`src/rtl/wb_queue.sv`:
```
// Write-back queue: circular FIFO of pending register-file writes
// with youngest-entry forwarding onto the two decoder read ports.
module wb_queue #(
  parameter int DEPTH = 4,
  parameter int DW    = 16,
  parameter int AW    = 3
) (
  input  logic                       clk,
  input  logic                       rst_n,
  input  logic                       in_valid,
  output logic                       in_ready,
  input  logic [AW-1:0]              in_reg,
  input  logic [DW-1:0]              in_data,
  input  logic                       drain_en,
  output logic                       wr_en,
  output logic [AW-1:0]              write_reg,
  output logic [DW-1:0]              write_data,
  input  logic [AW-1:0]              rd_addr1,
  input  logic [AW-1:0]              rd_addr2,
  input  logic [DW-1:0]              rf_data1,
  input  logic [DW-1:0]              rf_data2,
  output logic [DW-1:0]              fwd_data1,
  output logic [DW-1:0]              fwd_data2,
  output logic [$clog2(DEPTH):0]     count,
  output logic                       full,
  output logic                       empty
);

  localparam int PW = $clog2(DEPTH);

  logic [PW-1:0] head;
  logic [PW-1:0] tail;
  logic [PW:0]   cnt;
  logic          push;
  logic          pop;

  logic [AW-1:0] ent_reg  [DEPTH];
  logic [DW-1:0] ent_data [DEPTH];

  assign count    = cnt;
  assign full     = (cnt == (PW+1)'(DEPTH));
  assign empty    = (cnt == '0);
  assign in_ready = !full;
  assign wr_en    = drain_en && !empty;

  // writes to r0 are handshaken but dropped
  assign push = in_valid && in_ready && (in_reg != '0);
  assign pop  = wr_en;

  assign write_reg  = empty ? '0 : ent_reg[head];
  assign write_data = empty ? '0 : ent_data[head];

  // pointer and occupancy bookkeeping
  always_ff @(posedge clk) begin
    if (!rst_n) begin
      head <= '0;
      tail <= '0;
      cnt  <= '0;
    end else begin
      if (push) tail <= tail + 1'b1;
      if (pop)  head <= head + 1'b1;
      unique case ({push, pop})
        2'b10:   cnt <= cnt + 1'b1;
        2'b01:   cnt <= cnt - 1'b1;
        default: cnt <= cnt;
      endcase
    end
  end

  // entry storage needs no reset; validity comes from head/count
  always_ff @(posedge clk) begin
    if (push) begin
      ent_reg[tail]  <= in_reg;
      ent_data[tail] <= in_data;
    end
  end

  // scan oldest to youngest so the last hit wins
  function automatic logic [DW-1:0] lookup(
    input logic [AW-1:0] a,
    input logic [DW-1:0] rf
  );
    logic [DW-1:0] v;
    logic [PW-1:0] idx;
    v = rf;
    for (int i = 0; i < DEPTH; i++) begin
      idx = head + PW'(i);
      if (a != '0 && (PW+1)'(i) < cnt && ent_reg[idx] == a)
        v = ent_data[idx];
    end
    return v;
  endfunction

  // forwarded read data for both decoder ports
  always_comb begin
    fwd_data1 = lookup(rd_addr1, rf_data1);
    fwd_data2 = lookup(rd_addr2, rf_data2);
  end

endmodule

```
`config.mk`:
```
export PLATFORM = sky130hd
export DESIGN_NAME = wb_queue
export DESIGN_NICKNAME = d
export VERILOG_FILES = /design/src/rtl/wb_queue.sv
export SDC_FILE = /design/constraint.sdc
export NUM_CORES = 1
export LEC_CHECK = 0
export ABC_AREA = 1
export ABC_CLOCK_PERIOD_IN_PS = 5170
export BUFFER_PORTS_ARGS = -buffer_cell sky130_fd_sc_hd__buf_4
export CAP_MARGIN = 10
export CORE_MARGIN = 5
export CORE_UTILIZATION = 35
export DETAILED_ROUTE_END_ITERATION = 16
export GPL_ROUTABILITY_DRIVEN = 0
export GPL_TIMING_DRIVEN = 0
export PLACE_DENSITY = 0.55
export REMOVE_ABC_BUFFERS = 1
export SLEW_MARGIN = 0
export SYNTH_ARGS = -nofsm -noshare
export SYNTH_HDL_FRONTEND = slang
export SYNTH_SLANG_ARGS = --single-unit
```
`constraint.sdc`:
```
create_clock -name clk -period 5.17 [get_ports clk]
set_clock_uncertainty 0.2 [all_clocks]
set_input_delay 0.2585 -clock clk [delete_from_list [all_inputs] [get_ports clk]]
set_output_delay 0.2585 -clock clk [all_outputs]
set_load 0.03 [all_outputs]
```
==> qor.yml <==
status: "finished clean"
antenna_found_initial: 0
largest_reg_flops: 64
start_util: 0.356
synth_seq_cells: 85
post-cts-setup-buffers: 0
tightest_slew_ps: 1250
slowest_delay_ps: 770
end_kind: "output port"
crit_cells: 12
synth_most_common_cell: "nand2_1"
grt_pass1_vias: 7298
die-area_um2: 23600
synth_top_area_share: 0.316
cts_root_buf: "clkbuf_16"
area_delta_synth_final_pct: 21.8
die_y_um: 154
reg2reg_depth: 7
crit_top_cell: "nand2_1"
num_vias: 7775
drv_slew: 0
grt-ovfl-total: 0
synthAdderAreaFrac: 0.0156
cts_buffer_depth: 2
grtUsageTotal: 0.226
clk_latency_ps: 360
hold_slack_ps: 79.4
layout-drive-gt1-share: 0.154
synthTopCellsByArea: "edfxtp_1 32%, nand2_1 20%, nand3_1 12%"
worstSetupPathType: "register to output port"
fmax_mhz: 208
worstSetupEndpoint: "fwd_data1[12]"
path_max_fanout: 37
min_period_over_period: 0.928
place_hpwl_um: 17800
h-tree-depth: 3
async_flop_share: 0
power-per-cell-area_nw_per_um2: 552
viasPerCell: 5.20
setup_tns_ps: 0
ant_nets: 0
synth.distinct_cells: 31
clock_sinks: 85
synth-edff-count: 76
io_buffers: 118
syn_area_per_cell_um2: 6.46
hold_path_class: "input pin to register"
maxCapViolCount: 0
rows: 52
synth_xor_area_frac: 0.00571
grt_pass1_wl_um: 41600
ys_seq_area_frac: 0.341
wl_per_cell_um: 18.1
path_clk_slew_ps: 70
cp-startpoint: "head[0]"
relSlewSlack: 0.165
timing.rr.end: "ent_data[2][4]"
ir_drop_v: 0.000317
crit_buf_inv: 1
finalSetupViolations: 0
ys_top_cells_by_count: "377 x nand2_1, 171 x nand3_1, 147 x inv_1, 113 x o21ai_0, 76 x edfxtp_1"
rsz0062_at_grt: "no"
synth_compound_area_frac: 0.146
dieWidth_um: 154
nets: 1289
syn_inst: 1119
core-area_um2: 20300
first_iter_violations: 649
holdCritStartpoint: "drain_en"
rrSetupSlack_ps: 2600
remaining_drc_errors: 0
arrival_ps: 4340
synth_top_flop_cell: "edfxtp_1"
power_leakage_nw: 4.19
synthMuxAreaShare: 0
r2r_start: "count[0]"
first_pass_iters: 6
syn_area_um2: 7230
grt_max_degree: 43
cts_tree: "done"
cts_buffers: 9
start_kind: "register"
ys_warn_count: 0
crit_chain: "nand2_2, nand2_4, nand2_1, nand3_1, nand2_1, nor2_4, nand2_2, nand3_1, nand3_1, nand2_1, nand2_1, buf_4"
fin_area_um2: 8810
dpl_cell_area_um2: 8290
synthSimpleGateAreaFrac: 0.369
pin_count: 119
min_period_ps: 4800
synth_top_family_by_area: "simple AND/OR/NAND/NOR gates"
required_ps: 4710
path_delay_family: "simple AND/OR/NAND/NOR gates"
cp_slowest_cell: "dfxtp_2"
hold_viol: 0
drt_wl_total_um: 27000
synth_top_area_cell: "edfxtp_1"
insertedDiodeCount: 0
[power by group]
group,internal (mW),total [mW],switching (mW)
sequential,0.820,0.929,0.109
combinational,0.942,3.29,2.35
clock,0.370,0.647,0.277
total,2.13,4.87,2.73
[how the worst min path moves through the flow]
stage	to	slack, ps	cells after the start
CTS	head[0]	60	3
floorplan	ent_data[0][0]	160	0
global placement	ent_data[1][15]	260	1
finish	register	80	3
detailed placement	ent_data[3][0]	260	1
global route	head[0]	90	3
[cell usage in the layout (no fill, tap or decap), drive strengths merged]
master | synthesis | routed
a21oi | 48 | 48
a221oi | 16 | 16
and2 | 1 | 1
buf | 32 | 125
clkbuf | 25 | 12
clkinv | 0 | 1
clkinvlp | 0 | 2
dfxtp | 9 | 9
dlygate4sd3 | 0 | 20
edfxtp | 76 | 76
ha | 9 | 9
inv | 153 | 155
nand2 | 386 | 386
nand3 | 173 | 173
nor2 | 56 | 56
nor3 | 2 | 2
o211ai | 1 | 1
o21ai | 127 | 127
o21bai | 1 | 1
o311ai | 1 | 1
xor2 | 3 | 3
[final cells by class]
type / count / area (um^2)
repair buffers: 145 / 1220
clock inverters: 4 / 26.3
fillers: 2195 / 11500
flip-flops and latches: 85 / 2470
inverters: 153 / 583
multi-input cells: 824 / 3910
repair inverters: 1 / 5.00
clock buffers: 12 / 268
well taps: 270 / 338
[cells by family after synthesis]
logic type | Yosys count
flops | 85
fa+ha+maj | 9
buf+inv | 210
simple gates | 618
compound gates | 194
xor+xnor | 3
[routing by layer]
metal / global-route usage / wire [um] / vias up
met4: 0.0728 / 593 / 0
met1: 0.313 / 11800 / 3522
li1: - / - / 3861
met5: 0 / 0 / -
met2: 0.372 / 12600 / 354
met3: 0.0216 / 2060 / 38
[worst min-delay path, delay by kind of cell]
family	cells	cell delay, ps
compound gates	1	90
simple gates	1	150
buf+inv	1	100
[timing repair]
| item | 4_1_cts | 5_1_grt |
|---|---|---|
| endpoints found under the setup margin | 28 | 20 |
| hold buffers | 20 | 0 |
| gates cloned | 1 | 0 |
| gates resized for setup | 2 | 2 |
| hold endpoints to repair | 83 | 0 |
[stage by stage]
step	setup slack, ps	cells	total power, mW	utilization
after global placement	-1140	1450	4.14	0.401
after floorplan	1020	1062	2.97	-
after CTS	174	1493	4.85	0.433
after global routing	169	1494	5.20	0.434
after detailed placement	222	1456	4.18	0.408
final	372	1494	4.87	0.434
Note: power is estimated with default switching activity, not from simulation.
